<file path="src/rtl/rtmc_pkg.sv">
// rtl/rtmc_pkg.sv - shared types for the step/direction pulse generator
package rtmc_pkg;

    typedef enum logic [1:0] {
        IDLE  = 2'd0,
        SETUP = 2'd1,
        HIGH  = 2'd2,
        LOW   = 2'd3
    } step_state_e;

    localparam int MAX_NCH = 8;

endpackage

</file>
<file path="src/rtl/rtmc_step_chan.sv">
// rtl/rtmc_step_chan.sv - one step/direction channel: phase FSM, step countdown, signed position
module rtmc_step_chan
    import rtmc_pkg::*;
#(
    parameter int COUNT_W      = 16,
    parameter int PERIOD_W     = 16,
    parameter int POS_W        = 24,
    parameter int PULSE_CYCLES = 4,
    parameter int DIR_SETUP    = 2
) (
    input  logic                clk,
    input  logic                rst,
    input  logic                load_i,
    input  logic                dir_i,
    input  logic [COUNT_W-1:0]  steps_i,
    input  logic [PERIOD_W-1:0] period_i,
    input  logic                abort_i,
    output logic                ready_o,
    output logic                step_o,
    output logic                dir_o,
    output logic                busy_o,
    output logic                done_o,
    output logic [POS_W-1:0]    pos_o
);

    localparam logic [PERIOD_W-1:0] MIN_PERIOD = PERIOD_W'(2 * PULSE_CYCLES);
    localparam logic [PERIOD_W-1:0] PULSE_LEN  = PERIOD_W'(PULSE_CYCLES);
    localparam logic [PERIOD_W-1:0] SETUP_LEN  = PERIOD_W'(DIR_SETUP);
    localparam logic [PERIOD_W-1:0] TMR_ONE    = PERIOD_W'(1);

    step_state_e         state_q, state_d;
    logic [PERIOD_W-1:0] tmr_q, tmr_d;
    logic [PERIOD_W-1:0] period_q, period_d;
    logic [COUNT_W-1:0]  rem_q, rem_d;
    logic [POS_W-1:0]    pos_q, pos_d;
    logic                dir_q, dir_d;
    logic                step_q, step_d;
    logic                done_q, done_d;
    logic                abort_pend_q, abort_pend_d;
    logic                go_high;

    always_ff @(posedge clk or posedge rst) begin
        if (rst) begin
            state_q      <= IDLE;
            tmr_q        <= '0;
            period_q     <= '0;
            rem_q        <= '0;
            pos_q        <= '0;
            dir_q        <= 1'b0;
            step_q       <= 1'b0;
            done_q       <= 1'b0;
            abort_pend_q <= 1'b0;
        end else begin
            state_q      <= state_d;
            tmr_q        <= tmr_d;
            period_q     <= period_d;
            rem_q        <= rem_d;
            pos_q        <= pos_d;
            dir_q        <= dir_d;
            step_q       <= step_d;
            done_q       <= done_d;
            abort_pend_q <= abort_pend_d;
        end
    end

    always_comb begin
        state_d      = state_q;
        tmr_d        = tmr_q;
        period_d     = period_q;
        rem_d        = rem_q;
        pos_d        = pos_q;
        dir_d        = dir_q;
        done_d       = 1'b0;
        abort_pend_d = abort_pend_q;
        go_high      = 1'b0;

        case (state_q)
            IDLE: begin
                if (load_i) begin
                    if (steps_i != '0) begin
                        state_d      = SETUP;
                        dir_d        = dir_i;
                        rem_d        = steps_i;
                        period_d     = (period_i < MIN_PERIOD) ? MIN_PERIOD : period_i;
                        tmr_d        = SETUP_LEN - TMR_ONE;
                        abort_pend_d = 1'b0;
                    end else begin
                        done_d = 1'b1;
                    end
                end
            end
            SETUP, LOW: begin
                if (abort_i) begin
                    state_d = IDLE;
                    done_d  = 1'b1;
                end else if (tmr_q == '0) begin
                    go_high = 1'b1;
                end else begin
                    tmr_d = tmr_q - TMR_ONE;
                end
            end
            HIGH: begin
                // An abort seen during the pulse is remembered so the pulse is never cut short.
                abort_pend_d = abort_pend_q | abort_i;
                if (tmr_q == '0) begin
                    if (rem_q == '0 || abort_pend_q || abort_i) begin
                        state_d      = IDLE;
                        done_d       = 1'b1;
                        abort_pend_d = 1'b0;
                    end else begin
                        state_d = LOW;
                        tmr_d   = period_q - PULSE_LEN - TMR_ONE;
                    end
                end else begin
                    tmr_d = tmr_q - TMR_ONE;
                end
            end
            default: state_d = IDLE;
        endcase

        if (go_high) begin
            state_d = HIGH;
            tmr_d   = PULSE_LEN - TMR_ONE;
            rem_d   = rem_q - COUNT_W'(1);
            pos_d   = dir_q ? (pos_q + POS_W'(1)) : (pos_q - POS_W'(1));
        end

        step_d = (state_d == HIGH);
    end

    assign ready_o = (state_q == IDLE) && !abort_i;
    assign step_o  = step_q;
    assign dir_o   = dir_q;
    assign busy_o  = (state_q != IDLE);
    assign done_o  = done_q;
    assign pos_o   = pos_q;

endmodule

</file>
<file path="src/rtl/rtmc_step_gen.sv">
// rtl/rtmc_step_gen.sv - NCH independent step/direction channels behind one command handshake
module rtmc_step_gen
    import rtmc_pkg::*;
#(
    parameter int NCH          = 4,
    parameter int COUNT_W      = 16,
    parameter int PERIOD_W     = 16,
    parameter int POS_W        = 24,
    parameter int PULSE_CYCLES = 4,
    parameter int DIR_SETUP    = 2,
    localparam int CH_W        = (NCH > 1) ? $clog2(NCH) : 1
) (
    input  logic                 clk,
    input  logic                 rst,
    input  logic                 cmd_valid,
    output logic                 cmd_ready,
    input  logic [CH_W-1:0]      cmd_ch,
    input  logic                 cmd_dir,
    input  logic [COUNT_W-1:0]   cmd_steps,
    input  logic [PERIOD_W-1:0]  cmd_period,
    input  logic [NCH-1:0]       abort,
    output logic [NCH-1:0]       step,
    output logic [NCH-1:0]       dir,
    output logic [NCH-1:0]       busy,
    output logic [NCH-1:0]       done,
    output logic [NCH*POS_W-1:0] pos
);

    logic [NCH-1:0]         ready_vec;
    logic [(1<<CH_W)-1:0]   ready_pad;

    // Unpopulated channel codes read as never ready.
    always_comb begin
        ready_pad            = '0;
        ready_pad[NCH-1:0]   = ready_vec;
    end

    assign cmd_ready = ready_pad[cmd_ch];

    for (genvar i = 0; i < NCH; i++) begin : g_ch
        logic load;
        assign load = cmd_valid && cmd_ready && (cmd_ch == CH_W'(i));

        rtmc_step_chan #(
            .COUNT_W      (COUNT_W),
            .PERIOD_W     (PERIOD_W),
            .POS_W        (POS_W),
            .PULSE_CYCLES (PULSE_CYCLES),
            .DIR_SETUP    (DIR_SETUP)
        ) u_chan (
            .clk      (clk),
            .rst      (rst),
            .load_i   (load),
            .dir_i    (cmd_dir),
            .steps_i  (cmd_steps),
            .period_i (cmd_period),
            .abort_i  (abort[i]),
            .ready_o  (ready_vec[i]),
            .step_o   (step[i]),
            .dir_o    (dir[i]),
            .busy_o   (busy[i]),
            .done_o   (done[i]),
            .pos_o    (pos[i*POS_W +: POS_W])
        );
    end

endmodule

</file>
<file path="config.mk">
export PLATFORM = sky130hd
export DESIGN_NAME = rtmc_step_gen
export DESIGN_NICKNAME = d
export VERILOG_FILES = /design/src/rtl/rtmc_pkg.sv /design/src/rtl/rtmc_step_chan.sv /design/src/rtl/rtmc_step_gen.sv
export SDC_FILE = /design/constraint.sdc
export NUM_CORES = 1
export LEC_CHECK = 0
export ABC_AREA = 1
export CAP_MARGIN = 20
export CORE_MARGIN = 2
export CORE_UTILIZATION = 51
export CTS_CLUSTER_SIZE = 24
export DETAILED_ROUTE_END_ITERATION = 16
export DONT_BUFFER_PORTS = 1
export GPL_TIMING_DRIVEN = 0
export PLACE_DENSITY = 0.64
export SLEW_MARGIN = 20
export SYNTH_ARGS = -nofsm -noshare
export SYNTH_HDL_FRONTEND = slang
export SYNTH_SLANG_ARGS = --single-unit
</file>
<file path="constraint.sdc">
create_clock -name clk -period 14.3 [get_ports clk]
set_clock_uncertainty 0.2 [all_clocks]
set_input_delay 3.575 -clock clk [delete_from_list [all_inputs] [get_ports clk]]
set_output_delay 3.575 -clock clk [all_outputs]
set_load 0.05 [all_outputs]
</file>
==> results of run 1 <==
[cells in the final DEF, fill, tap and decap left out, types with 43 or more instances in the layout]
cell	netlist	final
xor2_1	82	82
nand4_1	68	68
nand2_1	1200	1200
inv_1	356	355
nor3_1	43	43
nand3_1	331	331
nor2_1	406	406
a21oi_1	158	158
ha_1	104	104
dfrtp_1	312	312
o211ai_1	48	48
o21ai_0	203	203
[power by group]
group / total, W / switching (W) / internal [W]
logic: 0.00410 / 0.00269 / 0.00141
registers: 0.00204 / 0.000821 / 0.00122
clock network: 0.00114 / 0.000425 / 0.000717
[logic make-up (layout without fill, tap and decap cells)]
family | after synthesis | after routing | share of synthesized area (%)
AND/OR/NAND/NOR | 2126 | 2126 | 37.8
AO/OA/AOI/OAI | 487 | 487 | 11.2
buffers and inverters | 450 | 526 | 7.79
flip-flops | 312 | 312 | 32.9
XOR/XNOR | 121 | 121 | 4.47
adder cells (fa/ha/maj) | 108 | 108 | 5.83
other | 0 | 1 | 0
[routing by layer]
layer	GRT usage, %	up-vias
met2	50.1	764
met3	4.93	161
li1	-	11801
met5	0	-
met4	10.4	0
met1	40.6	11065
[state kept, by name, summed over array words and instances (netlist names)]
register and flops:
g_ch.u_chan.abort_pend_q 4, g_ch.u_chan.dir_o 4, g_ch.u_chan.done_o 4, g_ch.u_chan.period_q 64, g_ch.u_chan.pos_o 96, g_ch.u_chan.rem_q 64, g_ch.u_chan.state_q 8, g_ch.u_chan.step_o 4
g_ch.u_chan.tmr_q 64
[worst paths after layout]
| check | from | to | slack (ps) |
|---|---|---|---|
| worst max-delay path | abort[1] | cmd_ready | 6070 |
| worst min-delay path | g_ch[2].u_chan.abort_pend_q | g_ch[2].u_chan.abort_pend_q | 300 |
| worst max register to register | g_ch[3].u_chan.dir_o | g_ch[3].u_chan.pos_o[9] | 11100 |
| worst min register to register | g_ch[2].u_chan.abort_pend_q | g_ch[2].u_chan.abort_pend_q | 300 |
| max in group asynchronous | rst | g_ch[3].u_chan.pos_o[16] | 9810 |
| min in group asynchronous | rst | g_ch[1].u_chan.tmr_q[10] | 2780 |
[worst register-to-register path, cell delays in order (launching register included)]
cell and delay (ps):
dfrtp_1 460, inv_1 660, ha_1 440, a21oi_1 190, o21ai_0 270, nand2_1 130
nand2_1 160, nand2_1 110, nand2_1 70, or2_2 280, nand3_1 70, nand2_1 50
[per-stage QoR]
stage	setup WS [ps]	area (sq um)	TNS (ps)
floorplan	1900	23700	0
global placement	-1790	24500	-543030
detailed placement	6080	24500	0
CTS	6080	26000	0
global route	6030	26000	0
finish	6070	26000	0
[area by class of cell]
cell class,count,share of cell area [%]
multi-input combinational,2842,54.0
sequential,312,30.0
inverter,365,5.29
clock buffer,54,4.48
tap,600,2.88
buffer,85,1.83
clock inverter,19,1.20
timing repair buffer,3,0.317
antenna,1,0.00962
==> results.md, run 1 <==
* Final #Nets at 3800
* Chip height at 220 um
* Post-Syn Nets at 3754
* First-pass GRT wire length at 117000 um
* Leak Pwr at 13.4 nW
* Final cell count without fillers at roughly 4.3k
* Worst path cell trace: inv_1, nand2_1, nand2_1, nand2_2, nor2_8
* Clk buf depth at 3
* CTS clk-pin slew, worst paths at 60 ps
* CP startpoint kind: input port
* Worst hold path stage count at 2
* Routed wire length per instance at 17.3 um
* Number of global-route vias before repair at 22.2k
* Pwr/cell area at about 280 mW/mm^2
* RSZ-0062 raised after global routing: no
* Global route total overflow at 0
* Cell mode on critical path: nand2_1
* Worst Path Max Fanout at 9
* PostCTS Resize Cnt at 0
* Final hold vios at 0
* Fill cell count at 4465
* Final core utilization at 57.1%
* Top delay family on crit path: simple AND/OR/NAND/NOR gates
* Routed wl met3 at ~4700 um
* DR top layer: met4
* Vias per Instance at 5.56
* Maximum clock rate at 121 MHz
* Slew headroom at 40.2%
* CP max stage cell: nor2_8
* Port bufs at 0
* Crit. End Element: output port
* Clock root cell: clkbuf_16
* Final period util at about 58%
* Yosys top cell area share at 32.9%
* Mean post-synth cell area at 6.58 sq um
* WHS at 304 ps
* Die area at 0.0482 sq mm
* MaxCap Viol Count at 0
* Clock Sinks at approximately 310
* Tmin final at around 8000 ps
* Final GP Congestion at approximately 0.96
* CP bufs+invs at 1
* Antenna-violating nets left at 0
* # rows at 78
* Cell count after synthesis at 3604
* Setup Viol. Count Final at 0
* Largest net degree at the start of global routing at 100
* Gr usage total at 30.4%
* Core Area at about 0.046 sq mm
* Crit path largest cell delay at 360 ps
* Vias at 23.8k
* CTS Buf Count at 41
* Post-CTS setup buffer count at 0
* Max Slew Vio Count at 0
* Detailed router's first-iteration violation count at 1868
* Power Total at 0.00728 W
* Top-count cell post-synth: nand2_1
* Register Area at 0.00781 sq mm
* Post-synth top cells: nand2_1 (1200), nor2_1 (406), inv_1 (356), nand3_1 (331), dfrtp_1 (312)
* Final WL at around 74000 um
* Kind of critical path: in -> out
* Number of remaining DRC errors at 0
* Skew-Pair Late Insertion Delay at 570 ps
* Number of synthesized register bits at approximately 310
* First drt pass iteration count at 5
* Max VDD drop at 0.000191 V
* Dpl cells at 4207
* Htree depth at 2
* Worst min path class: reg -> reg
* Hpwl dp at 56200 um
* Die width at 220 um
* CTS Hold Buffers Added at 0
* EDFF count, synth at 0
* Crit path required time at 10520 ps
* P&R area growth vs syn at 9.79%
* Synth Cell Area at 0.0237 sq mm
* Initial antenna violation count at 1
* Run status: finished, final reports clean
* # IOs at between 150 and 200
* WL met2 at 34100 um
* Top_reg_cell synth: dfrtp_1
* Area contributors post-synth: dfrtp_1 (33%), nand2_1 (19%), nand3_1 (7.0%)
* Area of the multi-input gates at 0.0140 sq mm
* CTS tree: built
* Post-synth cell types at 45
* Synth warn at 0
* M1 WL at approximately 33000 um
* R2R cell count at 11
* Layout cell share with drive strength beyond 1 at under 10%
* Cell taking the most area after synthesis: dfrtp_1
* Least-Margin Pin Slew at around 900 ps
* Worst Path Arrival at 4460 ps
* Initial Utilization at ~52%
* Post-synthesis sequential area ratio at 32.9%
* Crit path depth at 5
* Async SR Flop Fraction at 100%
Power figures use the tool's default switching activity.
==> inputs of run 2 (changes only) <==
Clock period 14.3 ns to 8.2 ns, I/O delays scaled along.
==> run 2 against run 1 <==
  * Flip-flop and latch count unchanged
  * Power increased by 72%
  * Clock power increased by 62%
  * Register-to-register slack got worse by 6000 ps
  * Core utilization about the same
  * Cell count increased by 0.14%
  * Via count increased by 0.40%
  * Design area about the same
  * Worst hold slack improved by 2.1 ps
  * Combinational power increased by 74%
  * First-iteration DRC count increased by 6.0%
  * Sequential power increased by 74%
==> results.md, run 2 (synthesized netlist as in run 1, its figures left out) <==
* Run status: finished, final reports clean
* Chip height at approximately 220 um
* Htree depth at 2
* Crit. End Element: output port
* Max Slew Vio Count at 0
* Leak Pwr at roughly 13 nW
* Crit path largest cell delay at between 300 and 400 ps
* Largest register FFs at 96
* Final setup margin at around 3000 ps
* Hpwl dp at 57100 um
* Max VDD drop at between 0.0003 and 0.0004 V
* CTS Hold Buffers Added at 0
* Antenna-violating nets left at 0
* Worst slack, placed at 3000 ps
* Worst path cell trace: inv_1, nand2_1, nand2_1, nand2_2, nor2_8
* Worst min path class: reg -> reg
* # IOs at between 150 and 200
* Tmin final at between 5000 and 6000 ps
* Clock Sinks at 312
* Crit path required time at 5950 ps
* Clk buf depth at 3
* Clock root cell: clkbuf_16
* Die width at ~220 um
* MaxCap Viol Count at 0
* Pwr/cell area at 482 mW/mm^2
* First-pass GRT wire length at 119000 um
* Initial antenna violation count at 1
* Port bufs at 0
* Die area at 0.0482 sq mm
* Worst Path Arrival at 2960 ps
* Skew-Pair Late Insertion Delay at 570 ps
* CP startpoint kind: input port
* Vias at 23.9k
* Cell mode on critical path: nand2_1
* Number of remaining DRC errors at 0
* Post-CTS setup buffer count at 0
* Least-Margin Pin Slew at 879 ps
* Fin area at 0.0260 sq mm
* Initial Utilization at 52.0%
* First drt pass iteration count at 8
* Layout cell share with drive strength beyond 1 at 5.51%
* Kind of critical path: in -> out
* CTS clk-pin slew, worst paths at 50 ps
* Most frequent cells in the layout: nand2_1 (1200), nor2_1 (406), inv_1 (355)
* Detailed router's first-iteration violation count at between 1.5k and 2k
* Final GP Congestion at 0.963
* Number of global-route vias before repair at 22.8k
* Global route total overflow at 0
* Worst Path Max Fanout at 9
* Slew headroom at a little over 40%
* Setup Viol. Count Final at 0
* Final hold vios at 0
* Gr usage total at around 31%
* Largest net degree at the start of global routing at 34
* # rows at 78
* CTS Buf Count at 40
* Placed Instance Area at 0.0247 sq mm
* Routed wire length per instance at 17.4 um
* Final period util at between 60 and 70%
* Commonest non-fill, non-tap cell in the layout: nand2_1
* CP max stage cell: nor2_8
* Core Area at around 0.046 sq mm
* Final #Nets at between 3k and 4k
* RSZ-0062 raised after global routing: no
* PostCTS Resize Cnt at 0
* Maximum clock rate at 192 MHz
* P&R area growth vs syn at 9.89%
* Vias per Instance at 5.57
* CTS tree: built
* Final WL at around 74000 um
==> run 2: cell count changes in the layout (fill, tap and decap cells not counted), moves of 2 or more <==
cell / before / now
clkinv_2: 5 / 8
bufinv_16: 8 / 4
clkinvlp_4: 4 / 2
buf_12: 0 / 11
buf_16: 3 / 0
==> run 2: per-layer routing <==
layer | up-vias | share of wire [%] | GRT usage (%)
li1 | 11799 | - | -
met1 | 11201 | 44 | 40.7
met2 | 728 | 46 | 51.3
met3 | 159 | 5.8 | 4.84
met4 | 0 | 4.0 | 12.6
met5 | - | 0 | 0
==> run 2: area by class of cell <==
| cell class | count | area (sq um) |
|---|---|---|
| Antenna cell | 2 | 5.00 |
| Buffer | 85 | 475 |
| Clock buffer | 55 | 1180 |
| Clock inverter | 15 | 185 |
| Fill cell | 4454 | 19500 |
| Inverter | 365 | 1370 |
| Multi-Input combinational cell | 2842 | 14000 |
| Sequential cell | 312 | 7810 |
| Tap cell | 600 | 751 |
| Timing Repair Buffer | 11 | 220 |
==> run 2: worst paths after layout <==
check | start | end | slack [ps] | depth (start not counted)
worst min-delay path | g_ch[2].u_chan.abort_pend_q | g_ch[2].u_chan.abort_pend_q | 310 | 2
worst max register to register | g_ch[3].u_chan.dir_o | g_ch[3].u_chan.pos_o[9] | 5060 | 11
max in group asynchronous | rst | g_ch[0].u_chan.pos_o[6] | 5440 | 5
min in group asynchronous | rst | g_ch[1].u_chan.tmr_q[8] | 1170 | 1
worst max-delay path | abort[1] | cmd_ready | 2990 | 5
worst min register to register | g_ch[2].u_chan.abort_pend_q | g_ch[2].u_chan.abort_pend_q | 310 | 2
==> run 2: stage by stage <==
| step | instances | TNS, ps | hold slack, ps | utilization, % | power, W |
|---|---|---|---|---|---|
| final | 4287 | 0 | 306 | 57.1 | 0.0126 |
| after global routing | 4286 | 0 | 352 | 57.1 | 0.0137 |
| after CTS | 4285 | 0 | 303 | 57.1 | 0.0125 |
| after detailed placement | 4215 | 0 | 282 | 54.1 | 0.0106 |
| after global placement | 4204 | -10510 | 270 | 53.7 | 0.0105 |
| after floorplan | 3604 | 0 | 254 | - | 0.00894 |
==> run 2: report_power, final <==
group          switching [W]  internal, W  leakage [nW]
clock network       0.000727      0.00113         0.678
registers            0.00143      0.00213          4.03
logic                0.00468      0.00247          8.74
==> run 2: worst max-delay path: cells and delay by family <==
family	cells	cell delay, ps
simple gates	4	800
buf+inv	1	110
